## config.mk

```make
export PLATFORM = sky130hd
export DESIGN_NAME = lock_sequencer
export DESIGN_NICKNAME = d
export VERILOG_FILES = /design/src/rtl/lock_pkg.sv /design/src/rtl/lock_timer.sv /design/src/rtl/lock_sequencer.sv
export SDC_FILE = /design/constraint.sdc
export NUM_CORES = 1
export LEC_CHECK = 0
export CAP_MARGIN = 20
export CORE_MARGIN = 8
export CORE_UTILIZATION = 56
export CTS_CLUSTER_DIAMETER = 100
export DETAILED_ROUTE_END_ITERATION = 8
export MAX_ROUTING_LAYER = met4
export PLACE_DENSITY_LB_ADDON = 0.08
export SYNTH_ARGS = -nofsm -noshare
export SYNTH_HDL_FRONTEND = slang
export SYNTH_SLANG_ARGS = --single-unit
```

## constraint.sdc

```tcl
create_clock -name clk -period 3.1 [get_ports clk]
set_input_delay 0.62 -clock clk [delete_from_list [all_inputs] [get_ports clk]]
set_output_delay 0.62 -clock clk [all_outputs]
set_load 0.005 [all_outputs]
```

## src/rtl/lock_pkg.sv

```systemverilog
// -----------------------------------------------------------------------------
// lock_pkg
// Shared definitions for the keypad digit lock supervisor.
//   - digit width and the largest legal keypad digit
//   - stored-code width (up to eight 4-bit digits)
//   - FSM state encoding (ST_PROG is only reachable when LOCK_PROG_EN is defined)
//   - helpers to pick a code nibble and to flag non-decimal digits
// -----------------------------------------------------------------------------
package lock_pkg;

    localparam int DIGIT_W   = 4;
    localparam int DIGIT_MAX = 9;
    localparam int CODE_W    = 32;

    typedef enum logic [2:0] {
        ST_IDLE     = 3'd0,
        ST_ENTRY    = 3'd1,
        ST_UNLOCKED = 3'd2,
        ST_LOCKOUT  = 3'd3,
        ST_PROG     = 3'd4
    } lock_state_e;

    // Nibble idx of the code word (nibble 0 = least significant).
    function automatic logic [DIGIT_W-1:0] code_nibble(input logic [CODE_W-1:0] code,
                                                       input logic [2:0]        idx);
        return DIGIT_W'(code >> {idx, 2'b00});
    endfunction

    // Keypad values 10..15 can never match a stored digit.
    function automatic logic digit_bad(input logic [DIGIT_W-1:0] d);
        return d > DIGIT_W'(DIGIT_MAX);
    endfunction

endpackage

```

## src/rtl/lock_timer.sv

```systemverilog
// -----------------------------------------------------------------------------
// lock_timer
// Loadable down-counter with a zero flag. Load has priority over decrement;
// the counter holds at zero instead of wrapping.
// Ports:
//   clk        in   clock
//   reset      in   asynchronous active-high reset (count -> 0)
//   load_i     in   load load_val_i this cycle
//   load_val_i in   value to load
//   dec_i      in   decrement by one (ignored when already zero)
//   zero_o     out  count is zero
// -----------------------------------------------------------------------------
module lock_timer #(
    parameter int WIDTH = 10
) (
    input  logic             clk,
    input  logic             reset,
    input  logic             load_i,
    input  logic [WIDTH-1:0] load_val_i,
    input  logic             dec_i,
    output logic             zero_o
);

    logic [WIDTH-1:0] count_q;
    logic [WIDTH-1:0] count_d;

    always_comb begin
        count_d = count_q;
        if (load_i) begin
            count_d = load_val_i;
        end else if (dec_i && (count_q != '0)) begin
            count_d = count_q - 1'b1;
        end
    end

    always_ff @(posedge clk or posedge reset) begin
        if (reset) begin
            count_q <= '0;
        end else begin
            count_q <= count_d;
        end
    end

    assign zero_o = (count_q == '0);

endmodule

```

## src/rtl/lock_sequencer.sv

```systemverilog
// -----------------------------------------------------------------------------
// lock_sequencer
// Supervisory controller for the keypad digit lock. Collects CODE_LEN digits,
// compares them with the stored code only after the last digit, counts
// consecutive failures, enforces a timed lockout after MAX_FAILS failures and
// relocks the door after RELOCK_CYCLES or on lock_req.
//
// Optional feature (macro LOCK_PROG_EN): adds input program_i. From UNLOCKED,
// program_i enters PROG; the next CODE_LEN digits replace the stored code.
// Without the macro the code is the CODE_DEFAULT constant.
//
// Input qualification: enter is a one-cycle strobe; digit is only looked at
// while enter is high. There is no back-pressure: strobes arriving while the
// FSM is in UNLOCKED or LOCKOUT are dropped.
//
// Ports:
//   clk          in   system clock
//   reset        in   asynchronous active-high reset
//   enter        in   digit strobe
//   digit        in   keypad digit (0..9; 10..15 always mismatch)
//   clear        in   abort current entry (wins over a same-cycle enter)
//   lock_req     in   immediate relock request (UNLOCKED / PROG only)
//   program_i    in   enter code programming (LOCK_PROG_EN only)
//   unlocked     out  door release, registered
//   locked_out   out  lockout active, registered
//   attempt_fail out  one-cycle pulse per failed attempt
//   fail_count   out  consecutive failures, saturating at MAX_FAILS
//   digit_count  out  digits accepted in the current entry
//   state_dbg    out  current FSM state
// -----------------------------------------------------------------------------
module lock_sequencer
    import lock_pkg::*;
#(
    parameter int          CODE_LEN       = 4,
    parameter logic [31:0] CODE_DEFAULT   = 32'h0000_9979,
    parameter int          MAX_FAILS      = 3,
    parameter int          LOCKOUT_CYCLES = 1000,
    parameter int          RELOCK_CYCLES  = 500
) (
    input  logic         clk,
    input  logic         reset,
    input  logic         enter,
    input  logic [3:0]   digit,
    input  logic         clear,
    input  logic         lock_req,
`ifdef LOCK_PROG_EN
    input  logic         program_i,
`endif
    output logic         unlocked,
    output logic         locked_out,
    output logic         attempt_fail,
    output logic [3:0]   fail_count,
    output logic [2:0]   digit_count,
    output lock_state_e  state_dbg
);

    localparam int TMR_MAX = (LOCKOUT_CYCLES > RELOCK_CYCLES) ? LOCKOUT_CYCLES : RELOCK_CYCLES;
    localparam int TMR_W   = $clog2(TMR_MAX + 1);

    lock_state_e       state_q, state_d;
    logic              unlocked_q, unlocked_d;
    logic              locked_out_q, locked_out_d;
    logic              attempt_fail_q, attempt_fail_d;
    logic [3:0]        fail_count_q, fail_count_d;
    logic [2:0]        digit_count_q, digit_count_d;
    logic              mismatch_q, mismatch_d;

    logic [CODE_W-1:0] code_cur;
    logic [2:0]        cnt_eff;
    logic              flag_eff;
    logic              digit_mm;
    logic              final_mm;
    logic              last_digit;
    logic              prog_last;
    logic [3:0]        fail_inc;

    logic              timer_load;
    logic [TMR_W-1:0]  timer_load_val;
    logic              timer_dec;
    logic              timer_zero;

`ifdef LOCK_PROG_EN
    logic [CODE_W-1:0] code_q, code_d;
    logic [CODE_W-1:0] shadow_q, shadow_d;
    logic [CODE_W-1:0] shadow_next;

    assign code_cur = code_q;
`else
    assign code_cur = CODE_DEFAULT;
`endif

    // Relock and lockout never run together, so one counter serves both.
    lock_timer #(
        .WIDTH (TMR_W)
    ) u_timer (
        .clk        (clk),
        .reset      (reset),
        .load_i     (timer_load),
        .load_val_i (timer_load_val),
        .dec_i      (timer_dec),
        .zero_o     (timer_zero)
    );

    always_comb begin
        state_d        = state_q;
        unlocked_d     = unlocked_q;
        locked_out_d   = locked_out_q;
        attempt_fail_d = 1'b0;
        fail_count_d   = fail_count_q;
        digit_count_d  = digit_count_q;
        mismatch_d     = mismatch_q;
        timer_load     = 1'b0;
        timer_load_val = '0;
        timer_dec      = 1'b0;

        // In IDLE the entry starts fresh regardless of leftover counters.
        cnt_eff    = (state_q == ST_ENTRY) ? digit_count_q : 3'd0;
        flag_eff   = (state_q == ST_ENTRY) ? mismatch_q : 1'b0;
        // First digit entered is compared with the most significant used nibble.
        digit_mm   = digit_bad(digit) ||
                     (digit != code_nibble(code_cur, 3'(CODE_LEN - 1) - cnt_eff));
        final_mm   = flag_eff | digit_mm;
        last_digit = (cnt_eff == 3'(CODE_LEN - 1));
        prog_last  = (digit_count_q == 3'(CODE_LEN - 1));
        fail_inc   = (fail_count_q >= 4'(MAX_FAILS)) ? 4'(MAX_FAILS) : fail_count_q + 4'd1;

`ifdef LOCK_PROG_EN
        code_d      = code_q;
        shadow_d    = shadow_q;
        shadow_next = (shadow_q << DIGIT_W) | CODE_W'(digit);
`endif

        case (state_q)
            ST_IDLE, ST_ENTRY: begin
                if (clear) begin
                    state_d       = ST_IDLE;
                    digit_count_d = 3'd0;
                    mismatch_d    = 1'b0;
                end else if (enter) begin
                    if (last_digit) begin
                        digit_count_d = 3'd0;
                        mismatch_d    = 1'b0;
                        if (!final_mm) begin
                            state_d        = ST_UNLOCKED;
                            unlocked_d     = 1'b1;
                            fail_count_d   = 4'd0;
                            timer_load     = 1'b1;
                            timer_load_val = TMR_W'(RELOCK_CYCLES - 1);
                        end else begin
                            attempt_fail_d = 1'b1;
                            fail_count_d   = fail_inc;
                            if (fail_inc == 4'(MAX_FAILS)) begin
                                state_d        = ST_LOCKOUT;
                                locked_out_d   = 1'b1;
                                timer_load     = 1'b1;
                                timer_load_val = TMR_W'(LOCKOUT_CYCLES - 1);
                            end else begin
                                state_d = ST_IDLE;
                            end
                        end
                    end else begin
                        state_d       = ST_ENTRY;
                        digit_count_d = cnt_eff + 3'd1;
                        mismatch_d    = final_mm;
                    end
                end
            end

            ST_UNLOCKED: begin
                if (timer_zero || lock_req) begin
                    state_d    = ST_IDLE;
                    unlocked_d = 1'b0;
`ifdef LOCK_PROG_EN
                end else if (program_i) begin
                    // Door stays released while programming; relock timer is frozen.
                    state_d       = ST_PROG;
                    digit_count_d = 3'd0;
                    shadow_d      = '0;
`endif
                end else begin
                    timer_dec = 1'b1;
                end
            end

            ST_LOCKOUT: begin
                if (timer_zero) begin
                    state_d      = ST_IDLE;
                    locked_out_d = 1'b0;
                    fail_count_d = 4'd0;
                end else begin
                    timer_dec = 1'b1;
                end
            end

`ifdef LOCK_PROG_EN
            ST_PROG: begin
                if (clear || lock_req || (enter && digit_bad(digit))) begin
                    state_d       = ST_IDLE;
                    unlocked_d    = 1'b0;
                    digit_count_d = 3'd0;
                end else if (enter) begin
                    shadow_d = shadow_next;
                    if (prog_last) begin
                        code_d        = shadow_next;
                        state_d       = ST_IDLE;
                        unlocked_d    = 1'b0;
                        digit_count_d = 3'd0;
                    end else begin
                        digit_count_d = digit_count_q + 3'd1;
                    end
                end
            end
`endif

            default: begin
                state_d = ST_IDLE;
            end
        endcase
    end

    always_ff @(posedge clk or posedge reset) begin
        if (reset) begin
            state_q        <= ST_IDLE;
            unlocked_q     <= 1'b0;
            locked_out_q   <= 1'b0;
            attempt_fail_q <= 1'b0;
            fail_count_q   <= 4'd0;
            digit_count_q  <= 3'd0;
            mismatch_q     <= 1'b0;
        end else begin
            state_q        <= state_d;
            unlocked_q     <= unlocked_d;
            locked_out_q   <= locked_out_d;
            attempt_fail_q <= attempt_fail_d;
            fail_count_q   <= fail_count_d;
            digit_count_q  <= digit_count_d;
            mismatch_q     <= mismatch_d;
        end
    end

`ifdef LOCK_PROG_EN
    always_ff @(posedge clk or posedge reset) begin
        if (reset) begin
            code_q   <= CODE_DEFAULT;
            shadow_q <= '0;
        end else begin
            code_q   <= code_d;
            shadow_q <= shadow_d;
        end
    end
`endif

    assign unlocked     = unlocked_q;
    assign locked_out   = locked_out_q;
    assign attempt_fail = attempt_fail_q;
    assign fail_count   = fail_count_q;
    assign digit_count  = digit_count_q;
    assign state_dbg    = state_q;

endmodule
```

==> results.yml, run 1 <==
flow_run:
  cap_violations: 0
power_and_ir_drop:
  p_per_area_mw_per_mm2: 332
  p_total_uw: 523
  power.leakage_nw: 0.719
  peakVddDrop_v: 0.000323
global_route:
  grt_pass1_wl_mm: 4.75
  grt_start_max_net_pins: 24
  track_usage_pct: 14.5
  grt_pass1_vias: 1044
  antenna_found_initial: 0
  overflow: 0
worst_setup_path:
  r2r-end: "u_timer.count_q[1]"
  slowest_delay_ps: 560
  cp.required_ps: 3300
  path_delay_family: "compound AO/OA/AOI/OAI gates"
  rr_startpoint: "state_dbg[0]"
  crit_slowest_cell: "dfrtp_1"
  crit_buf_inv: 0
  endpoint: "u_timer.count_q[1]"
  path_cells: "nor2b_1, nand2_1, ha_1, o21ai_0, a21oi_1, o221ai_2, o21a_1, o211ai_1"
  path_depth: 8
  end_kind: "flip-flop"
  cp-startpoint: "state_dbg[0]"
  arrival_ps: 2680
  crit_path_max_fanout: 12
  r2r_cells: 8
  critical_path_class: "flip-flop to flip-flop"
  critPathLaunchType: "flip-flop"
  rrSetupSlack_ps: 620
drt:
  drt_iter0_markers: 54
  dr.pass1.iters: 5
  routed_via_density: 5.89
  finalWirelength_mm: 2.90
  antenna_left: 0
  wl_per_cell_microns: 15.5
  vias: 1102
  route.detailed.drc: 0
cts:
  tritoncts: "built"
  cts.sinks: 23
  cts_setup_buffers: 0
  clockBufferDepth: 2
  cts-buffers-inserted: 3
  clock_latency_ps: 320
  clk_pin_slew_ps: 130
  cts_resized: 0
  cts_hold_buf: 0
  clockRootBuffer: "clkbuf_4"
  h-tree-depth: 1
floorplan:
  io_pins: 22
  dieHeight_microns: 64.8
  dieArea_sq_mm: 0.00420
  core_sq_mm: 0.00223
  rows: 17
  initial_core_util_pct: 59.8
  die_w_microns: 64.8
timing:
  hold_slack_ps: 529
  rsz0062_at_grt: "false"
  setup-tns-final_ps: 0
  min_period_ps: 2480
  tightest_slew_ps: 851
  fin_skew_ps: 8.41
  slew_violations: 0
  slew_headroom_pct: 43.2
  fmax_mhz: 403
  finalCritPeriodShare_pct: 80.1
  setup_viol: 0
  hold_violations: 0
synthesis:
  ys_seq_area_share_pct: 43.1
  ys_types: 42
  synth-async-reset-ratio_pct: 100
  synth-edff-count: 0
  syn_area_sq_mm: 0.00134
  syn_avg_cell_area_sq_um: 9.60
  ys_ff_latch: 23
  ys.flop_type: "dfrtp_1"
  yosysWarnings: 0
  syn-instance-count: 139
  syn-num-nets: 153
cells_and_area:
  syn_to_final_growth_pct: 17.8
  stdcell_count: 187
  num-fill-cells: 169
  final_cell_mix: "23 x dfrtp_1, 20 x clkdlybuf4s50_1, 15 x nand2_1"
  drive_above_1_share_pct: 7.55
  nets: 174
  antenna_cells: 0
  final_common_cell: "dfrtp_1"
  multi_input_comb_area_sq_um: 694
  register_area_sq_um: 576
place:
  gp_congestion: 0.890
  dp_hpwl_mm: 2.16
  placed_cells: 183
  port-buffer-count: 20
run_status:
  status: "complete, no violations"
min_path:
  hp-class: "flip-flop to flip-flop"
stage by stage:
step                      util, %  instance area (sq um)  worst slack [ps]
final                        70.4                   1570               618
after detailed placement     69.2                   1550               690
after CTS                    70.4                   1570               637
after global routing         70.4                   1570               473
after global placement       69.2                   1550               729
after floorplan                 -                   1340              1060
registers in the layout, indices dropped and copies added (netlist names):
name and flops:
locked_out 1, u_timer.count_q 10, attempt_fail 1, fail_count 4, unlocked 1, digit_count 3
mismatch_q 1, state_dbg 2
synth_stat cells, types with 3 or more instances:
cell     instances  area (sq um)
a21oi_1          8          40.0
a31oi_1          4          25.0
and2_1           5          31.3
buf_4            3          22.5
dfrtp_1         23           576
ha_1             5          62.6
inv_1            9          33.8
nand2_1         15          56.3
nor2_1           8          30.0
nor3_1           3          15.0
nor4_1           4          25.0
o21ai_0          7          35.0
xnor2_1          5          43.8
routing by layer:
metal / vias to the layer above / GRT usage (%) / wire length [microns]
li1: 539 / - / -
met4: 0 / 7.08 / 53
met1: 533 / 19.0 / 1460
met3: 5 / 3.09 / 120
met5: - / - / 0
met2: 25 / 20.9 / 1260
worst min-delay path by stage:
stage | start | endpoint | slack, ps | cells past startpoint
after floorplan | mismatch_q | mismatch_q | 470 | 1
after global placement | fail_count[2] | fail_count[2] | 500 | 1
after detailed placement | mismatch_q | mismatch_q | 500 | 1
after CTS | fail_count[3] | fail_count[3] | 530 | 1
after global routing | mismatch_q | mismatch_q | 580 | 1
final | fail_count[3] | fail_count[3] | 530 | 1
final cells by class:
cell class	count	share of cell area, %
tap	28	2.23
timing repair buffer	21	13.2
sequential	23	36.6
clock buffer	4	1.67
multi-input combinational	102	44.2
inverter	9	2.15
power breakdown:
group	leakage (nW)	internal, mW	total (mW)	switching [mW]
Combinational	0.391	0.0294	0.0603	0.0309
Clock	0.0150	0.0505	0.146	0.0959
Sequential	0.312	0.306	0.316	0.00971
Total	0.719	0.386	0.523	0.136
cells by family after synthesis:
kind of cell / share of synthesized area (%)
AND/OR/NAND/NOR: 25.8
AO/OA/AOI/OAI: 16.7
flip-flops: 43.1
buffers and inverters: 4.87
XOR/XNOR: 4.59
adder cells (fa/ha/maj): 4.69
other: 0.281
No activity file was read; power rests on OpenSTA's default activity.
==> run 2, diff against run 1 <==
CORE_UTILIZATION = 52   (was 56)
clock period = 2.3 ns   (was 3.1 ns; I/O delays follow)
==> run 2 against run 1 <==
Effect of this change:
- final area increased by 2.3%
- sequential share of layout area down 0.83 points
- final cell count is 3.2% higher
==> results.yml, run 2 (same netlist as run 1, synthesis figures left out) <==
cts:
  cts-buffers-inserted: 3
  clockBufferDepth: 2
  tritoncts: "built"
  clockRootBuffer: "clkbuf_4"
  clk_pin_slew_ps: 130
  h-tree-depth: 1
  clock_latency_ps: 310
  cts.sinks: 23
worst_setup_path:
  end_kind: "flip-flop"
  slowest_delay_ps: 440
  path_cells: "inv_1, ha_1, nor3b_1, and3_1, nor2_1, a211oi_1, a311oi_1"
  critical_path_class: "flip-flop to flip-flop"
  arrival_ps: 2300
  path_delay_family: "simple AND/OR/NAND/NOR gates"
  crit_buf_inv: 1
  cp.required_ps: 2490
  crit_path_max_fanout: 8
  critPathLaunchType: "flip-flop"
  crit_slowest_cell: "dfrtp_1"
floorplan:
  dieHeight_microns: 66.7
  dieArea_sq_mm: 0.00444
  core_sq_mm: 0.00245
  die_w_microns: 66.7
  rows: 18
  initial_core_util_pct: 54.4
  io_pins: 22
timing:
  rsz0062_at_grt: "false"
  setup-tns-final_ps: 0
  tightest_slew_ps: 655
  hold_violations: 0
  fin_skew_ps: 1.35
  slew_violations: 0
  slew_headroom_pct: 55.8
  min_period_ps: 2110
  finalCritPeriodShare_pct: 91.8
  fmax_mhz: 474
  setup_viol: 0
place:
  placed_area_sq_mm: 0.00158
  port-buffer-count: 20
  dp_hpwl_mm: 2.43
  placed_cells: 189
  gp_congestion: 0.798
drt:
  vias: 1132
  route.detailed.drc: 0
  routed_via_density: 5.87
  antenna_left: 0
  finalWirelength_mm: 3.13
  dr.pass1.iters: 4
  drt_iter0_markers: 54
  wl_per_cell_microns: 16.2
cells_and_area:
  final_cell_mix: "23 x dfrtp_1, 20 x clkdlybuf4s50_1, 15 x nand2_1"
  largest_register: "u_timer.count_q"
  nets: 178
  final_common_cell: "dfrtp_1"
  drive_above_1_share_pct: 11.0
  antenna_cells: 0
  syn_to_final_growth_pct: 20.5
  largest_register_ffs: 10
  stdcell_area_sq_mm: 0.00161
  stdcell_count: 193
global_route:
  grt_pass1_wl_mm: 5.57
  grt_start_max_net_pins: 15
  overflow: 0
  grt_pass1_vias: 1172
  antenna_found_initial: 0
  track_usage_pct: 16.4
power_and_ir_drop:
  peakVddDrop_v: 0.000349
  power.leakage_nw: 0.739
  p_per_area_mw_per_mm2: 437
  p_total_uw: 703
min_path:
  hp-class: "primary input to asynchronous set/reset pin"
flow_run:
  cap_violations: 0
run_status:
  status: "complete, no violations"
-- run 2: cell types whose count changed in the layout (fill, tap and decap cells not counted) --
cell     before  now
buf_4         1    5
o21a_1        1    0
nor2b_2       1    2
o21a_2        0    1
nor2b_1       2    1
-- run 2: worst paths after layout --
| kind | cells after the start | start | end | slack (ps) |
|---|---|---|---|---|
| max in group asynchronous | 3 | reset | u_timer.count_q[0] | 1350 |
| min in group clk | 1 | unlocked | unlocked | 510 |
| worst max-delay path | 7 | u_timer.count_q[0] | u_timer.count_q[2] | 190 |
| worst min register to register | 1 | unlocked | unlocked | 510 |
| worst max register to register | 7 | u_timer.count_q[0] | u_timer.count_q[2] | 190 |
| worst min-delay path | 2 | reset | attempt_fail | 430 |
-- run 2: worst reg2reg max path: cells and delay by family, from the launching register on --
kind / cells / cell delay [ps]
AO/OA/AOI/OAI: 2 / 350
adder cells (fa/ha/maj): 1 / 180
buffers and inverters: 1 / 80
flip-flops: 1 / 440
AND/OR/NAND/NOR: 3 / 940
-- run 2: cell type report --
type | count | area (sq um)
Inverter | 9 | 33.8
Clock buffer | 4 | 26.3
Multi-Input combinational cell | 102 | 698
Tap cell | 30 | 37.5
Sequential cell | 23 | 576
Timing Repair Buffer | 25 | 238
Fill cell | 213 | 846
-- run 2: layer usage --
| metal | vias to the layer above | global-route usage (%) | wire length (microns) |
|---|---|---|---|
| met5 | - | - | 0 |
| met4 | 0 | 5.60 | 41 |
| met3 | 5 | 2.52 | 124 |
| met2 | 36 | 26.4 | 1510 |
| met1 | 544 | 20.4 | 1450 |
| li1 | 547 | - | - |
-- run 2: timing repair --
action / CTS / global route
setup buffers: 0 / 0
hold buffers: 0 / 0
gates resized for setup: 0 / 2
endpoints found under the setup margin: 0 / 3
-- run 2: through the flow --
stage,hold slack (ps),utilization [%],setup slack [ps]
floorplan,462,-,261
finish,425,65.5,189
global placement,482,64.3,194
detailed placement,486,64.3,158
CTS,440,65.4,163
global route,450,65.5,64.2
-- run 2: power breakdown --
| group | total [mW] | switching [mW] | internal, mW |
|---|---|---|---|
| clock network | 0.190 | 0.122 | 0.0677 |
| registers | 0.423 | 0.0103 | 0.413 |
| logic | 0.0901 | 0.0468 | 0.0433 |
